--- src/rtl/fifo_pkg.sv ---
// Shared types and helpers for the FIFO burst reader.
//   clogb2     : ceil(log2(value)), 0 for value <= 1; used to size counters.
//   rd_state_t : burst reader state encoding.
package fifo_pkg;

  typedef enum logic [1:0] {
    IDLE,
    BURST,
    DRAIN
  } rd_state_t;

  function automatic int unsigned clogb2(input int unsigned value);
    int unsigned res;
    int unsigned v;
    res = 0;
    v   = (value > 0) ? value - 1 : 0;
    while (v > 0) begin
      res = res + 1;
      v   = v >> 1;
    end
    return res;
  endfunction

endpackage

--- src/rtl/skid_buf2.sv ---
// Two-entry skid buffer between the FIFO read port and the output stream.
//   clk_i, rst_ni : clock, asynchronous active-low reset
//   push_i/data_i : write one word (ignored when full and not popping)
//   valid_o/ready_i/data_o : stream side, data_o is the head entry
//   occ_o         : current occupancy (0..2)
module skid_buf2 #(
  parameter int unsigned Width = 8
) (
  input  logic             clk_i,
  input  logic             rst_ni,
  input  logic             push_i,
  input  logic [Width-1:0] data_i,
  output logic             valid_o,
  input  logic             ready_i,
  output logic [Width-1:0] data_o,
  output logic [1:0]       occ_o
);

  logic [Width-1:0] head_q, head_d;
  logic [Width-1:0] tail_q, tail_d;
  logic [1:0]       occ_q, occ_d, occ_mid;
  logic             pop;

  assign pop = (occ_q != 2'd0) && ready_i;

  always_comb begin
    head_d  = head_q;
    tail_d  = tail_q;
    occ_mid = occ_q - {1'b0, pop};
    if (pop && (occ_q == 2'd2)) begin
      head_d = tail_q;
    end
    occ_d = occ_mid;
    // The reader's flow control never pushes into a full buffer; drop it if it happens.
    if (push_i && (occ_mid != 2'd2)) begin
      if (occ_mid == 2'd0) begin
        head_d = data_i;
      end else begin
        tail_d = data_i;
      end
      occ_d = occ_mid + 2'd1;
    end
  end

  always_ff @(posedge clk_i or negedge rst_ni) begin
    if (!rst_ni) begin
      head_q <= '0;
      tail_q <= '0;
      occ_q  <= 2'd0;
    end else begin
      head_q <= head_d;
      tail_q <= tail_d;
      occ_q  <= occ_d;
    end
  end

  assign valid_o = (occ_q != 2'd0);
  assign data_o  = head_q;
  assign occ_o   = occ_q;

endmodule

--- src/rtl/fifo_burst_reader.sv ---
// Reads fixed-length bursts from the read side of an asynchronous FIFO and
// presents them as a ready/valid stream with an end-of-burst marker.
//   rd_clk, rst_n         : read-side clock, asynchronous active-low reset
//   burst_en              : permits a new burst to start
//   rd_en/dout/valid      : FIFO read request, read data, data qualifier (1-cycle latency)
//   empty/rd_count        : FIFO empty flag and read-side occupancy
//   m_data/m_valid/m_ready/m_last : output stream, m_last on the final word of a burst
//   busy                  : high while a burst is being read or drained
//   rd_err                : one-cycle pulse when valid arrives with no read outstanding
module fifo_burst_reader
  import fifo_pkg::*;
#(
  parameter int unsigned DATA_WIDTH = 8,
  parameter int unsigned FIFO_DEPTH = 8,
  parameter int unsigned BURST_LEN  = 4
) (
  input  logic                            rd_clk,
  input  logic                            rst_n,
  input  logic                            burst_en,
  output logic                            rd_en,
  input  logic [DATA_WIDTH-1:0]           dout,
  input  logic                            valid,
  input  logic                            empty,
  input  logic [clogb2(FIFO_DEPTH-1):0]   rd_count,
  output logic [DATA_WIDTH-1:0]           m_data,
  output logic                            m_valid,
  input  logic                            m_ready,
  output logic                            m_last,
  output logic                            busy,
  output logic                            rd_err
);

  localparam int unsigned CNT_W = clogb2(FIFO_DEPTH - 1) + 1;
  localparam int unsigned CW    = clogb2(BURST_LEN) + 1;

  localparam logic [CW-1:0]    BurstLenC  = CW'(BURST_LEN);
  localparam logic [CW-1:0]    BurstLastC = CW'(BURST_LEN - 1);
  localparam logic [CNT_W-1:0] BurstLenRd = CNT_W'(BURST_LEN);

  rd_state_t       state_q, state_d;
  logic [CW-1:0]   issued_q, issued_d;
  logic [CW-1:0]   pushed_q, pushed_d;
  logic            inflight_q;
  logic            busy_q, busy_d;
  logic            rd_err_q, rd_err_d;

  logic            push;
  logic            pop;
  logic            last_tag;
  logic [1:0]      occ;
  logic [DATA_WIDTH:0] skid_out;

  // A returned word is only accepted when it answers a read issued last cycle.
  assign push     = valid && inflight_q;
  assign pop      = m_valid && m_ready;
  assign last_tag = (pushed_q == BurstLastC);

  // Never let buffered plus in-flight words exceed the two skid slots.
  assign rd_en = (state_q == BURST) && !empty && (issued_q < BurstLenC) &&
                 (({1'b0, occ} + {2'b00, inflight_q} - {2'b00, pop}) < 3'd2);

  always_comb begin
    state_d  = state_q;
    issued_d = issued_q;
    pushed_d = pushed_q;
    if (rd_en) begin
      issued_d = issued_q + CW'(1);
    end
    if (push && (pushed_q < BurstLenC)) begin
      pushed_d = pushed_q + CW'(1);
    end
    unique case (state_q)
      IDLE: begin
        if (burst_en && (rd_count >= BurstLenRd)) begin
          state_d  = BURST;
          issued_d = '0;
          pushed_d = '0;
        end
      end
      BURST: begin
        if (rd_en && (issued_q == BurstLastC)) begin
          state_d = DRAIN;
        end
      end
      DRAIN: begin
        if (pop && m_last) begin
          state_d = IDLE;
        end
      end
      default: state_d = IDLE;
    endcase
    busy_d   = (state_d != IDLE);
    rd_err_d = valid && !inflight_q;
  end

  always_ff @(posedge rd_clk or negedge rst_n) begin
    if (!rst_n) begin
      state_q    <= IDLE;
      issued_q   <= '0;
      pushed_q   <= '0;
      inflight_q <= 1'b0;
      busy_q     <= 1'b0;
      rd_err_q   <= 1'b0;
    end else begin
      state_q    <= state_d;
      issued_q   <= issued_d;
      pushed_q   <= pushed_d;
      inflight_q <= rd_en;
      busy_q     <= busy_d;
      rd_err_q   <= rd_err_d;
    end
  end

  // Each word carries its end-of-burst flag through the buffer.
  skid_buf2 #(
    .Width(DATA_WIDTH + 1)
  ) u_skid (
    .clk_i  (rd_clk),
    .rst_ni (rst_n),
    .push_i (push),
    .data_i ({last_tag, dout}),
    .valid_o(m_valid),
    .ready_i(m_ready),
    .data_o (skid_out),
    .occ_o  (occ)
  );

  assign m_data = skid_out[DATA_WIDTH-1:0];
  assign m_last = skid_out[DATA_WIDTH];
  assign busy   = busy_q;
  assign rd_err = rd_err_q;

endmodule

--- config.mk ---
export PLATFORM = sky130hd
export DESIGN_NAME = fifo_burst_reader
export DESIGN_NICKNAME = d
export VERILOG_FILES = /design/src/rtl/fifo_pkg.sv /design/src/rtl/skid_buf2.sv /design/src/rtl/fifo_burst_reader.sv
export SDC_FILE = /design/constraint.sdc
export NUM_CORES = 1
export LEC_CHECK = 0
export ABC_AREA = 1
export BUFFER_PORTS_ARGS = -buffer_cell sky130_fd_sc_hd__buf_2
export CAP_MARGIN = 15
export CORE_MARGIN = 2
export CORE_UTILIZATION = 30
export CTS_CLUSTER_SIZE = 20
export DETAILED_ROUTE_END_ITERATION = 8
export GPL_TIMING_DRIVEN = 0
export SLEW_MARGIN = 20
export SYNTH_ARGS = -nofsm -noshare
export SYNTH_HDL_FRONTEND = slang
export SYNTH_SLANG_ARGS = --single-unit
--- constraint.sdc ---
create_clock -name rd_clk -period 2.3 [get_ports rd_clk]
set_input_delay 0 -clock rd_clk [delete_from_list [all_inputs] [get_ports rd_clk]]
set_output_delay 0 -clock rd_clk [all_outputs]
set_load 0.01 [all_outputs]
* Yosys cells after proc, flatten, opt, wreduce, memory -nomap -nowiden
Index checks and enable logic that the tools add are counted.
** Word-level totals
- Bits in read-only memories :: 0
- Memories :: 0
- Bits in registers :: 31
- Latch bits :: 0
- Bits in writable memories :: 0
- Output and inout port bits :: 13
** Cells by class
- Div/mod/pow operators :: 0
- Bitwise operators :: 1
- Shift operators :: 0
- $lt $le $gt $ge :: 4
- $add $sub $neg :: 6
- Reduce and logical (&&, ||, !) cells :: 19
- Multipliers :: 0
- Equal/unequal tests :: 6
- Multiplexer cells :: 14
** Operators with widths (count)
- $mux 9 :: 3
- $mux 3 :: 6
- $logic_and 1x1->1 :: 12
- $mux 2 :: 4
- $add 3x1->3 const B :: 2
- $eq 3x2->1 const B :: 2
- $lt 3x3->1 const B :: 2
- $pmux 2 s3 :: 1
- $eq 2x2->1 const B :: 2
- $ge 4x3->1 const B :: 1
- $logic_not 2->1 :: 2
- $reduce_bool 2->1 :: 2
- $add 2x1->3 :: 1
- $lt 3x2->1 const B :: 1
- $sub 3x1->3 :: 1
- $add 2x1->2 const B :: 1
- $eq 2x1->1 const B :: 1
- $logic_not 1->1 :: 2
- $ne 2x2->1 const B :: 1
- $reduce_and 2->1 :: 1
- $sub 2x1->2 :: 1
- $not 1->1 :: 1

* Logic depth before layout (Yosys ltp)
Gate-level depths: netlist of run 1.
- Word-level depth :: 9
- Gate-level depth with buffers :: 12
- Depth with buffers taken out :: 11

* Cells and area by module
Synthesis of run 1 repeated with hierarchy kept, for this count alone.
** Unflattened totals
- Cell total of the unflattened synthesis :: 210
- Area, all modules :: 1667.8 µm²
** Modules (own cells, without submodules)
- skid_buf2 :: times used 1, cells each 126, area an instance 1014.7 µm²
- fifo_burst_reader :: times used 1, cells each 84, area an instance 653.1 µm²

* Worst setup path after synthesis of run 1
No wires, ideal clock.
- Path type :: reg-to-reg
- From :: reg u_skid.occ_q[1] (netlist: u_skid.occ_o[1])
- To :: reg state_q[0]
- Cell stages (with the launch flop) :: 11
- Arrival time :: 1.890 ns
- Path buffers :: 1
- Required time :: 2.171 ns
- Slack :: 0.281 ns
- Path through :: dfrtp_1 nand3_2 nand2_2 buf_4 nand2_1 fa_1 nand3_1 nor2_4 nand3_2 nand2_1 nand2_1
** Between the ends
- Longest elaborated chain between the ends :: 8
- Elaborated cells between the ends (all ways) :: 11
** RTL lines
- start: declaration :: line skid_buf2.sv:21 : logic [1:0] occ_q, occ_d, occ_mid;
- start signal: assignment :: line skid_buf2.sv:49 : occ_q <= 2'd0;
- start signal: assignment :: line skid_buf2.sv:53 : occ_q <= occ_d;
- parallel branches: the longest is 7 deep, another holds $add 2x1->3
- $pmux 2 s3 (*) :: line fifo_burst_reader.sv:72 : unique case (state_q)
- named net state_d[0] :: line fifo_burst_reader.sv:40 : rd_state_t state_q, state_d;
- end signal: assignment :: line fifo_burst_reader.sv:105 : state_q <= state_d;
- end: declaration :: line fifo_burst_reader.sv:40
Mark *: on every way through the listed nets, which the timed path passes.
A chain may end at the register's enable or synchronous reset.

* Final worst setup path of run 1
- From :: reg u_skid.occ_q[0] (netlist: u_skid.occ_o[0])
- To :: out rd_en
** Between the ends
- Longest elaborated chain between the ends :: 5
- Elaborated cells between the ends (all ways) :: 6
** RTL lines
- parallel branches: the longest is 2 deep, another holds $add 2x1->3
- $sub 3x1->3 (*) :: line fifo_burst_reader.sv:60 : (({1'b0, occ} + {2'b00, inflight_q} - {2'b00, pop}) < 3'd2);
- $lt 3x2->1 (*) :: line fifo_burst_reader.sv:60
- $logic_and 1x1->1 (*) :: line fifo_burst_reader.sv:59 : assign rd_en = (state_q == BURST) && !empty && (issued_q < BurstLenC) &&
- end: declaration :: line fifo_burst_reader.sv:20 : output logic rd_en,
Mark *: on every way between the ends.

==> summary.txt, run 1 <==
GRT
  • Number of global-route vias before repair: ~1200
  • Initial antenna violation count: 0
  • Leftover overflow at the end of global routing: 0
  • First-pass GRT wire length: 5.64 mm
  • Pin count of the biggest net entering global routing: 32
  • GRT Overall Usage: 13.4%

Status
  • Result of the run: finished, final reports clean

Layout
  • Most frequent standard cell in the layout excluding fill and tap cells: nand2_1
  • Layout fillers: 521
  • Ratio of cells with drive above 1 in the final layout: 26.0%
  • Total non-filler cell area in the finished layout: 1950 um2
  • Commonest cells after routing, fill and taps aside: 49 x nand2_1, 30 x dfrtp_1, 29 x buf_2, 26 x nor2_1, 14 x inv_1
  • Antenna diode count: 0
  • Layout Area Growth over Synthesis: 28.5%
  • Nets: 246

Synthesis
  • Cell type with the highest aggregate area in the netlist: dfrtp_1
  • Dominant combinational cell family by area after synthesis: simple AND/OR/NAND/NOR gates
  • Synthesized cell area: around 1500 um2
  • Multiplexer area fraction after synthesis: 0%
  • Share of the synthesized netlist area taken by xor and xnor gates: 0.576%
  • Top_reg_cell synth: dfrtp_1
  • Syn_area_per_cell: about 8.7 um2
  • Simple-gate share of the synthesized area: 30.4%
  • Sequential-to-total area share from yosys stat: 51.0%
  • Number of synthesized register bits: 31
  • Cell types occupying the most area after synthesis: dfrtp_1 51%, nand2_1 12%, nor2_1 6.4%
  • Share of Yosys cell area claimed by the top area cell type: around half
  • Number of instances in the synthesized netlist: 175
  • Post-Synth Adder-Cell Area: 5.43%
  • Synthesized Nets: roughly 200
  • Fraction of registers with async set or reset after synthesis: 100%
  • Number of synthesized flops with an enable pin: 0
  • Compound-Gate Fraction of Synth Area: 5.84%
  • Count of different cell masters after synthesis: 22
  • Number of warnings reported in the yosys synthesis log: 0

Timing
  • Pins over their slew limit: 0
  • Unrepaired setup endpoints after global routing: no
  • Setup TNS: 0 ps
  • Maximum clock frequency: 472 MHz
  • Final count of negative-setup-slack endpoints: 0
  • Number of hold violations in the final report: 0
  • Share of the clock period used by the worst path after layout: 92.1%
  • Post-layout worst setup margin: 183 ps
  • Final worst clock skew: approximately 5.8 ps
  • Worst slew margin relative to its limit: roughly 55%
  • Transition time at the pin with the least slew margin: 679 ps
  • Min Clock Period, post-route: 2120 ps

Floorplan
  • Die span in x: between 70 and 80 um
  • Site Rows: 25
  • Core region area: 4820 um2
  • Die extent in y: 75.2 um
  • Area of the die: between 5000 and 6000 um2
  • Boundary Pins: 31
  • Effective utilization at floorplan: 31.6%

Setup path
  • Worst Path Max Fanout: 10
  • Arr. time, crit path: approximately 2100 ps
  • Worst path required time: about 2300 ps
  • Critical Path Start Type: register
  • Slack of the worst reg-to-reg path: 230 ps
  • Endpoint kind of the worst setup timing path: output port
  • Crit Path Category: reg -> out

Place
  • Total placed instance area: 1750 um2
  • Count of buffers inserted at the top-level ports: 28
  • RePlAce Congestion: 0.768
  • Pre-CTS setup slack: ~0.19 ps
  • DP HPWL: 2.25 mm

Clock network
  • Clock network latency to the later pin of the worst-skew pair: ~280 ps
  • Reg clk slew, reported paths: 60 ps
  • Clock tree from TritonCTS: built
  • Depth of the CTS H-tree: 2
  • TritonCTS Sinks: 31
  • Worst-case clock buffer depth: 2
  • CTS Root Cell: clkbuf_8
  • Number of buffers inserted during clock tree synthesis: 5

Power and ir drop
  • Int Power: 0.00136 W
  • Pwr per Cell Area: 1140 nW/um2
  • Share of power burned in registers: 39.5%
  • Gate power share: approximately 42%
  • Portion of total power attributed to the clock network: between 10% and 20%
  • Static leakage: 1.03 nW
  • Net Sw Power: 0.000875 W
  • Worst ir drop on vdd: 0.000288 V
  • Switching portion of total power: 39.1%

Routing
  • Final antenna-violating net count: 0
  • # DRC: 0
  • Average via count per standard cell: 4.31
  • First drt pass iteration count: 4
  • DRC marker count from the first detailed-route iteration: 70
  • Final routed wire length divided by cell count: 11.2 um
  • Via count of the routed design: 1250
  • Total wirelength of the detailed-routed design: 3.24 mm

Worst hold path
  • Classification of the worst-slack hold path: in -> reg

Job
  • Max-capacitance violation count: 0
-- final cells by class --
type                       instances  area, um2  share of cell area (%)
timing repair buffer              40        255                    13.1
inverter                          18       67.6                    3.46
multi-input combinational        122        651                    33.3
tap                               67       83.8                    4.29
sequential                        31        777                    39.8
clock buffer                       7       76.3                    3.91
buffer                             4       38.8                    1.98
clock inverter                     1       5.00                   0.256
-- per-stage QoR --
| step | hold slack, ps | util [%] | power, W | instances |
|---|---|---|---|---|
| after detailed placement | 92.4 | 36.2 | 0.00179 | 270 |
| after global routing | 106 | 40.6 | 0.00244 | 290 |
| final | 66.2 | 40.6 | 0.00224 | 290 |
| after floorplan | -296 | - | 0.00152 | 175 |
| after global placement | 93.9 | 36.2 | 0.00176 | 270 |
| after CTS | 68.2 | 40.3 | 0.00225 | 290 |
-- critical path, cell delays in order, from the launching register on --
cell and delay, ps:
dfrtp_1 370, inv_1 80, nand3_2 90, nand2_2 110
buf_6 140, nand2_1 90, fa_2 560, nand3_2 130
nor2_4 130, buf_2 140
-- per-layer routing --
metal	share of wire (%)	global-route usage [%]	routed length (um)	vias up
li1	-	-	-	649
met1	47	17.9	1510	574
met2	48	20.6	1560	21
met3	3.4	3.75	110	6
met4	1.9	5.46	61	0
met5	0	0	0	-
-- power groups by stage --
stage                     clock network [W]  logic (W)  registers, W
final                              0.000409   0.000943      0.000884
after global routing               0.000450    0.00108      0.000914
after CTS                          0.000426   0.000940      0.000884
after detailed placement                  0   0.000880      0.000909
after global placement                    0   0.000855      0.000901
after floorplan                           0   0.000604      0.000920
-- kinds of logic after synthesis --
kind of cell | Yosys count
adders and majority gates | 6
xor gates and xnor gates | 1
buffers and inverters | 22
DFF | 31
AOI/OAI and AO/OA | 14
and+or+nand+nor | 101
-- registers in the layout, summed over array words and instances (netlist names) --
name           flops
rd_err             1
u_skid.occ_o       2
u_skid.tail_q      9
u_skid.data_o      9
issued_q           3
state_q            2
pushed_q           3
busy               1
inflight_q         1
-- timing repair --
item,4_1_cts,5_1_grt
pin swaps,1,0
resized for setup,1,3
hold buffers,10,0
endpoints found under the hold margin,45,0
setup buffers,2,0
setup endpoints to repair,2,4
-- Yosys cell counts (2+ instances only) --
cell	number
a31oi_1	9
buf_6	2
dfrtp_1	31
ha_1	5
inv_1	14
inv_2	3
nand2_1	49
nand2_2	3
nand2_4	2
nand3_1	14
nand3_2	3
nor2_1	26
nor2_4	3
o21ai_0	3
-- final timing paths --
check	start	endpoint	cells after the start
max	u_skid.occ_o[0]$_DFF_PN0_	rd_en	9
min	m_ready	state_q[1]$_DFF_PN0_	4
max reg2reg	u_skid.occ_o[0]$_DFF_PN0_	issued_q[2]$_DFF_PN0_	11
min reg2reg	u_skid.tail_q[5]$_DFFE_PN0P_	u_skid.tail_q[5]$_DFFE_PN0P_	2
max in group asynchronous	rst_n	u_skid.occ_o[1]$_DFF_PN0_	2
min in group asynchronous	rst_n	u_skid.data_o[4]$_DFF_PN0_	2
Note: power is estimated with default switching activity, not from simulation.
==> run 2, diff against run 1 <==
--- a/config.mk
+++ b/config.mk
@@ -8,11 +8,14 @@
 export ABC_AREA = 1
 export BUFFER_PORTS_ARGS = -buffer_cell sky130_fd_sc_hd__buf_2
 export CAP_MARGIN = 15
+export CELL_PAD_IN_SITES_DETAIL_PLACEMENT = 1
+export CELL_PAD_IN_SITES_GLOBAL_PLACEMENT = 1
 export CORE_MARGIN = 2
-export CORE_UTILIZATION = 30
+export CORE_UTILIZATION = 33
 export CTS_CLUSTER_SIZE = 20
 export DETAILED_ROUTE_END_ITERATION = 8
 export GPL_TIMING_DRIVEN = 0
+export PLACE_DENSITY_LB_ADDON = 0.1
 export SLEW_MARGIN = 20
 export SYNTH_ARGS = -nofsm -noshare
 export SYNTH_HDL_FRONTEND = slang
==> summary.txt, run 2 (synthesized netlist as in run 1, its figures left out) <==
Floorplan
  • Die extent in y: 71.9 um (-4.4%)
  • Effective utilization at floorplan: 34.7% (+3.1 points)
  • Boundary Pins: 31 (unchanged)
  • Core region area: 4380 um2 (-9.0%)
  • Area of the die: 5170 um2 (-8.6%)
  • Die span in x: 71.9 um (-4.4%)
  • Site Rows: 24 (-4.0%)

GRT
  • Busiest metal layer after global routing: met2
  • Number of global-route vias before repair: 1479 (+21%)
  • First-pass GRT wire length: 6.69 mm (+18%)
  • Leftover overflow at the end of global routing: 0 (unchanged)
  • Pin count of the biggest net entering global routing: 32 (unchanged)
  • Met1 layer usage reported by global route: 19.4% (+1.5 points)
  • GRT Overall Usage: 17.0% (+3.6 points)
  • GR Util met3: 4.44% (+0.70 points)
  • Initial antenna violation count: 0 (unchanged)
  • Met2 global-route usage: 30.7% (+10 points)

Layout
  • Most frequent standard cell in the layout excluding fill and tap cells: nand2_1
  • Ratio of cells with drive above 1 in the final layout: 26.9% (+0.90 points)
  • Multi-input gate area: 648 um2 (-0.38%)
  • Final core utilization: 44.9% (+4.4 points)
  • Commonest cells after routing, fill and taps aside: 49 x nand2_1, 30 x dfrtp_1, 29 x buf_2, 26 x nor2_1, 14 x inv_1
  • Layout fillers: 545 (+4.6%)
  • Nets: 246 (unchanged)
  • Layout Area Growth over Synthesis: 29.5%
  • Register Area: 777 um2 (unchanged)
  • Antenna diode count: 0 (unchanged)

Setup path
  • Arr. time, crit path: 2180 ps (+60 ps)
  • Cell with the largest stage delay on the worst path: fa_1
  • Biggest cell delay along the critical path: 540 ps (-20 ps)
  • Critical Path Start Type: register
  • Endpoint kind of the worst setup timing path: output port
  • Cell Chain, Critical Path: inv_1 > nand3_2 > nand2_2 > buf_6 > nand2_1 > fa_1 > nand3_2 > nor2_4 > buf_2
  • Crit Path Category: reg -> out
  • Worst Path Max Fanout: 10 (unchanged)
  • Slack of the worst reg-to-reg path: 220 ps (about the same)
  • Most used cell, CP: nand3_2
  • Worst path required time: 2300 ps (about the same)

Power and ir drop
  • Static leakage: 1.06 nW (+2.2%)
  • Worst ir drop on vdd: 0.000431 V (+50%)
  • Pwr per Cell Area: 1230 nW/um2 (+7.8%)

Routing
  • Average via count per standard cell: 4.83 (+12%)
  • First drt pass iteration count: 3 (-1)
  • Total wirelength of the detailed-routed design: 3.99 mm (+23%)
  • DRC marker count from the first detailed-route iteration: 28 (-60%)
  • Final antenna-violating net count: 0 (unchanged)
  • # DRC: 0 (unchanged)
  • Via count of the routed design: 1329 (+6.3%)
  • Final routed wire length divided by cell count: 14.5 um (+30%)

Clock network
  • Reg clk slew, reported paths: 70 ps (about the same)
  • Depth of the CTS H-tree: 2 (unchanged)
  • Clock tree from TritonCTS: built
  • Number of buffers inserted during clock tree synthesis: 5 (unchanged)
  • Clock network latency to the later pin of the worst-skew pair: 290 ps (about the same)
  • CTS Root Cell: clkbuf_8
  • TritonCTS Sinks: 31 (unchanged)
  • Worst-case clock buffer depth: 2 (unchanged)

Timing
  • Share of the clock period used by the worst path after layout: 95.0% (+2.9 points)
  • Setup TNS: 0 ps (unchanged)
  • Pins over their slew limit: 0 (unchanged)
  • Post-layout worst setup margin: 116 ps (-66.8 ps)
  • Worst hold margin: 76.3 ps (+10.1 ps)
  • Final worst clock skew: 7.53 ps (+1.68 ps)
  • Worst slew margin relative to its limit: 51.1% (-3.6 points)
  • Min Clock Period, post-route: 2180 ps (+66.8 ps)
  • Maximum clock frequency: 458 MHz (-3.1%)
  • Number of hold violations in the final report: 0 (unchanged)
  • Transition time at the pin with the least slew margin: 734 ps (+54.5 ps)
  • Unrepaired setup endpoints after global routing: no
  • Final count of negative-setup-slack endpoints: 0 (unchanged)

Place
  • RePlAce Congestion: 0.773 (+0.65%)
  • Pre-CTS setup slack: 26.9 ps (+26.7 ps)
  • Count of buffers inserted at the top-level ports: 28 (unchanged)
  • DP HPWL: 2.81 mm (+25%)

Worst hold path
  • Classification of the worst-slack hold path: in -> reg

Job
  • Max-capacitance violation count: 0 (unchanged)

Status
  • Result of the run: finished, final reports clean
==> run 2: timing repair <==
item	in CTS	in global routing
endpoints found under the setup margin	1	1
endpoints found under the hold margin	43	0
resized for setup	2	2
setup buffers	1	1
pin swaps	1	1
hold buffers	10	0
==> run 2: layout make-up <==
class	instances	share of cell area, %
inverters	18	3.49
clock buffers	6	4.19
well taps	52	3.30
multi-input cells	122	32.9
clock inverters	2	1.78
flip-flops and latches	31	39.4
plain buffers	4	1.97
repair buffers	40	13.0
==> run 2: power breakdown <==
part           internal (W)  switching (W)  total (W)
Clock              0.000350       0.000211   0.000562
Combinational      0.000384       0.000589   0.000973
Sequential         0.000766       0.000129   0.000896
==> run 2: through the flow <==
stage | power (W) | cells | instance area [um2]
final | 0.00243 | 275 | 1970
after global routing | 0.00263 | 275 | 1970
after CTS | 0.00245 | 274 | 1950
after detailed placement | 0.00184 | 255 | 1730
after global placement | 0.00177 | 255 | 1730
after floorplan | 0.00152 | 175 | 1520
==> run 2: final timing paths <==
kind | start | end | depth (start not counted)
setup / recovery | u_skid.occ_o[0]$_DFF_PN0_ | rd_en | 9
hold / removal | burst_en | state_q[0]$_DFF_PN0_ | 3
setup reg to reg | u_skid.occ_o[0]$_DFF_PN0_ | issued_q[2]$_DFF_PN0_ | 11
hold reg to reg | u_skid.tail_q[6]$_DFFE_PN0P_ | u_skid.tail_q[6]$_DFFE_PN0P_ | 2
max in group asynchronous | rst_n | u_skid.occ_o[1]$_DFF_PN0_ | 2
min in group asynchronous | rst_n | u_skid.occ_o[0]$_DFF_PN0_ | 2
==> run 2: per-layer routing <==
metal | share of wire (%) | vias to the layer above
met5 | 0 | -
met4 | 1.3 | 0
met3 | 3.8 | 7
met2 | 53 | 22
met1 | 42 | 649
li1 | - | 651
==> run 2: critical path, delay by kind of cell (launching register included) <==
kind | cells | cell delay [ps]
DFF | 1 | 380
and+or+nand+nor | 5 | 590
buffers and inverters | 3 | 390
adders and majority gates | 1 | 540
==> run 3, diff against run 2 <==
--- a/config.mk
+++ b/config.mk
@@ -5,7 +5,6 @@
 export SDC_FILE = /design/constraint.sdc
 export NUM_CORES = 1
 export LEC_CHECK = 0
-export ABC_AREA = 1
 export BUFFER_PORTS_ARGS = -buffer_cell sky130_fd_sc_hd__buf_2
 export CAP_MARGIN = 15
 export CELL_PAD_IN_SITES_DETAIL_PLACEMENT = 1
==> summary.txt, run 3 <==
Synthesis
  • Synthesized Nets: 138 (-31%)
  • Cell type with the highest aggregate area in the netlist: dfrtp_1
  • Number of instances in the synthesized netlist: 114 (-35%)
  • Synthesized cell area: 1550 um2 (+1.6%)
  • Share of Yosys cell area claimed by the top area cell type: 50.2% (-0.78 points)
  • Number of synthesized register bits: 31 (unchanged)
  • Sequential-to-total area share from yosys stat: 50.2% (-0.78 points)
  • Number of warnings reported in the yosys synthesis log: 0 (unchanged)
  • Number of synthesized flops with an enable pin: 0 (unchanged)
  • Fraction of registers with async set or reset after synthesis: 100% (unchanged)
  • Most used standard cell by instance count after synthesis: dfrtp_1
  • Top post-synthesis cells by count: 31 x dfrtp_1, 14 x mux2_4, 13 x mux2_2
  • Cell types occupying the most area after synthesis: dfrtp_1 50%, mux2_4 14%, mux2_2 9.5%
  • Top_reg_cell synth: dfrtp_1
  • Syn_area_per_cell: 13.6 um2 (+56%)
  • Count of different cell masters after synthesis: 29 (+32%)

Setup path
  • Slack of the worst reg-to-reg path: 220 ps (about the same)
  • Worst Path Max Fanout: 10 (unchanged)
  • Arr. time, crit path: 2150 ps (-30 ps)
  • Critical Path Start Type: register
  • Worst path required time: 2300 ps (about the same)
  • Crit Path Category: reg -> out
  • Endpoint kind of the worst setup timing path: output port

Floorplan
  • Boundary Pins: 31 (unchanged)
  • Die span in x: 72.4 um (+0.74%)
  • Site Rows: 24 (unchanged)
  • Core region area: 4440 um2 (+1.4%)
  • Area of the die: 5250 um2 (+1.5%)
  • Effective utilization at floorplan: 34.8% (+0.066 points)
  • Die extent in y: 72.4 um (+0.74%)

Timing
  • Worst slew margin relative to its limit: 53.1% (+2.0 points)
  • Post-layout worst setup margin: 145 ps (+29.2 ps)
  • Final count of negative-setup-slack endpoints: 0 (unchanged)
  • Maximum clock frequency: 464 MHz (+1.4%)
  • Min Clock Period, post-route: 2150 ps (-29.2 ps)
  • Final worst clock skew: 4.84 ps (-2.69 ps)
  • Share of the clock period used by the worst path after layout: 93.7% (-1.3 points)
  • Number of hold violations in the final report: 0 (unchanged)
  • Transition time at the pin with the least slew margin: 704 ps (-29.8 ps)
  • Pins over their slew limit: 0 (unchanged)

Power and ir drop
  • Static leakage: 1.07 nW (+1.4%)
  • Worst ir drop on vdd: 0.000442 V (+2.6%)
  • Tot Pwr: 0.00240 W (-1.4%)
  • Pwr per Cell Area: 1180 nW/um2 (-4.1%)

Routing
  • DRC marker count from the first detailed-route iteration: 47 (+68%)
  • # DRC: 0 (unchanged)
  • Total wirelength of the detailed-routed design: 3.24 mm (-19%)
  • Final routed wire length divided by cell count: 14.9 um (+2.6%)
  • First drt pass iteration count: 3 (unchanged)
  • Via count of the routed design: 1035 (-22%)
  • Average via count per standard cell: 4.75 (-1.8%)
  • Final antenna-violating net count: 0 (unchanged)

Status
  • Result of the run: finished, final reports clean

GRT
  • Pin count of the biggest net entering global routing: 32 (unchanged)
  • Leftover overflow at the end of global routing: 0 (unchanged)
  • First-pass GRT wire length: 5.47 mm (-18%)
  • GRT Overall Usage: 13.9% (-3.1 points)
  • Initial antenna violation count: 0 (unchanged)
  • Number of global-route vias before repair: 1111 (-25%)

Layout
  • Nets: 189 (-23%)
  • Final core utilization: 45.6% (+0.63 points)
  • Number of cells in the finished layout apart from fillers: 218 (-21%)
  • Layout Area Growth over Synthesis: 31.1%
  • Antenna diode count: 0 (unchanged)
  • Ratio of cells with drive above 1 in the final layout: 48.8% (+22 points)
  • Commonest cells after routing, fill and taps aside: 30 x dfrtp_1, 28 x buf_2, 14 x mux2_4, 13 x mux2_2
  • Most frequent standard cell in the layout excluding fill and tap cells: dfrtp_1

Place
  • Pre-CTS setup slack: -13.7 ps (-40.6 ps)
  • RePlAce Congestion: 0.642 (-17%)
  • Count of buffers inserted at the top-level ports: 28 (unchanged)
  • Placed cell count: 194 (-24%)
  • DP HPWL: 2.23 mm (-21%)

Clock network
  • Worst-case clock buffer depth: 2 (unchanged)
  • Clock network latency to the later pin of the worst-skew pair: 280 ps (about the same)
  • CTS Root Cell: clkbuf_8
  • Number of buffers inserted during clock tree synthesis: 5 (unchanged)
  • TritonCTS Sinks: 31 (unchanged)
  • Reg clk slew, reported paths: 60 ps (about the same)
  • Depth of the CTS H-tree: 2 (unchanged)
  • Clock tree from TritonCTS: built

Worst hold path
  • Classification of the worst-slack hold path: in -> reg

Job
  • Max-capacitance violation count: 0 (unchanged)
run 3: cell types whose count changed after synthesis, moves of 9 or more:
| cell | before | now |
|---|---|---|
| nand2_1 | 49 | 4 |
| a31oi_1 | 9 | 0 |
| mux2_2 | 0 | 13 |
| nor2_1 | 26 | 6 |
| mux2_4 | 0 | 14 |
| nand3_1 | 14 | 0 |
run 3: power by group:
group	switching (W)	internal, W	total, W
Combinational	0.000403	0.000572	0.000975
Clock	0.000197	0.000350	0.000548
Sequential	0.000129	0.000744	0.000873
Total	0.000730	0.00167	0.00240
run 3: logic make-up (layout without fill, tap and decap cells):
family / after synthesis / count (layout) / synth area share, %
AO/OA/AOI/OAI: 10 / 10 / 5.02
XOR/XNOR: 3 / 3 / 1.70
adder cells (fa/ha/maj): 6 / 6 / 5.34
buffers and inverters: 10 / 62 / 2.91
flip-flops: 31 / 31 / 50.2
multiplexers: 31 / 31 / 25.7
AND/OR/NAND/NOR: 23 / 23 / 9.15
run 3: routing by layer:
metal  up-vias  track usage, %  wire length [um]
met5         -               0                 0
met4         0            4.94                48
met3         5            3.89               110
met2        21            21.7              1660
met1       511            18.5              1430
li1        498               -                 -
run 3: worst paths after layout:
kind / startpoint / cells after the start / end
max: u_skid.occ_o[0]$_DFF_PN0_ / 9 / rd_en
min: valid / 2 / rd_err$_DFF_PN0_
max reg2reg: u_skid.occ_o[0]$_DFF_PN0_ / 9 / issued_q[1]$_DFF_PN0_
min reg2reg: issued_q[0]$_DFF_PN0_ / 1 / issued_q[0]$_DFF_PN0_
max in group asynchronous: rst_n / 2 / u_skid.occ_o[1]$_DFF_PN0_
min in group asynchronous: rst_n / 2 / rd_err$_DFF_PN0_
run 3: through the flow:
| step | hold slack [ps] | cell area [um2] | setup TNS [ps] |
|---|---|---|---|
| after CTS | 14.6 | 1970 | 0 |
| final | 20.5 | 2030 | 0 |
| after floorplan | -296 | 1550 | 0 |
| after global routing | 29.3 | 2030 | -0.881 |
| after global placement | 88.2 | 1750 | 0 |
| after detailed placement | 95.8 | 1750 | -28.5 |
run 3: layout make-up:
class | count | area, um2
plain buffers | 1 | 15.0
multi-input cells | 73 | 734
flip-flops and latches | 31 | 777
clock buffers | 6 | 82.6
repair buffers | 44 | 283
clock inverters | 2 | 35.0
inverters | 9 | 33.8
fillers | 469 | 2420
well taps | 52 | 65.1
run 3: repair_timing:
item / in CTS / in global routing
pin swaps: 1 / 2
gates resized for setup: 1 / 3
hold endpoints to repair: 47 / 0
setup buffers: 1 / 6
hold buffers: 9 / 0
setup endpoints to repair: 5 / 5
run 3: critical path, stage by stage, from the launching register on:
cell      delay (ps)
dfrtp_1          410
nand3b_4         190
buf_8            170
nand2_1           60
nand2_1           80
fa_2             380
xnor2_2          190
nand4_1          160
inv_1            100
buf_2            130
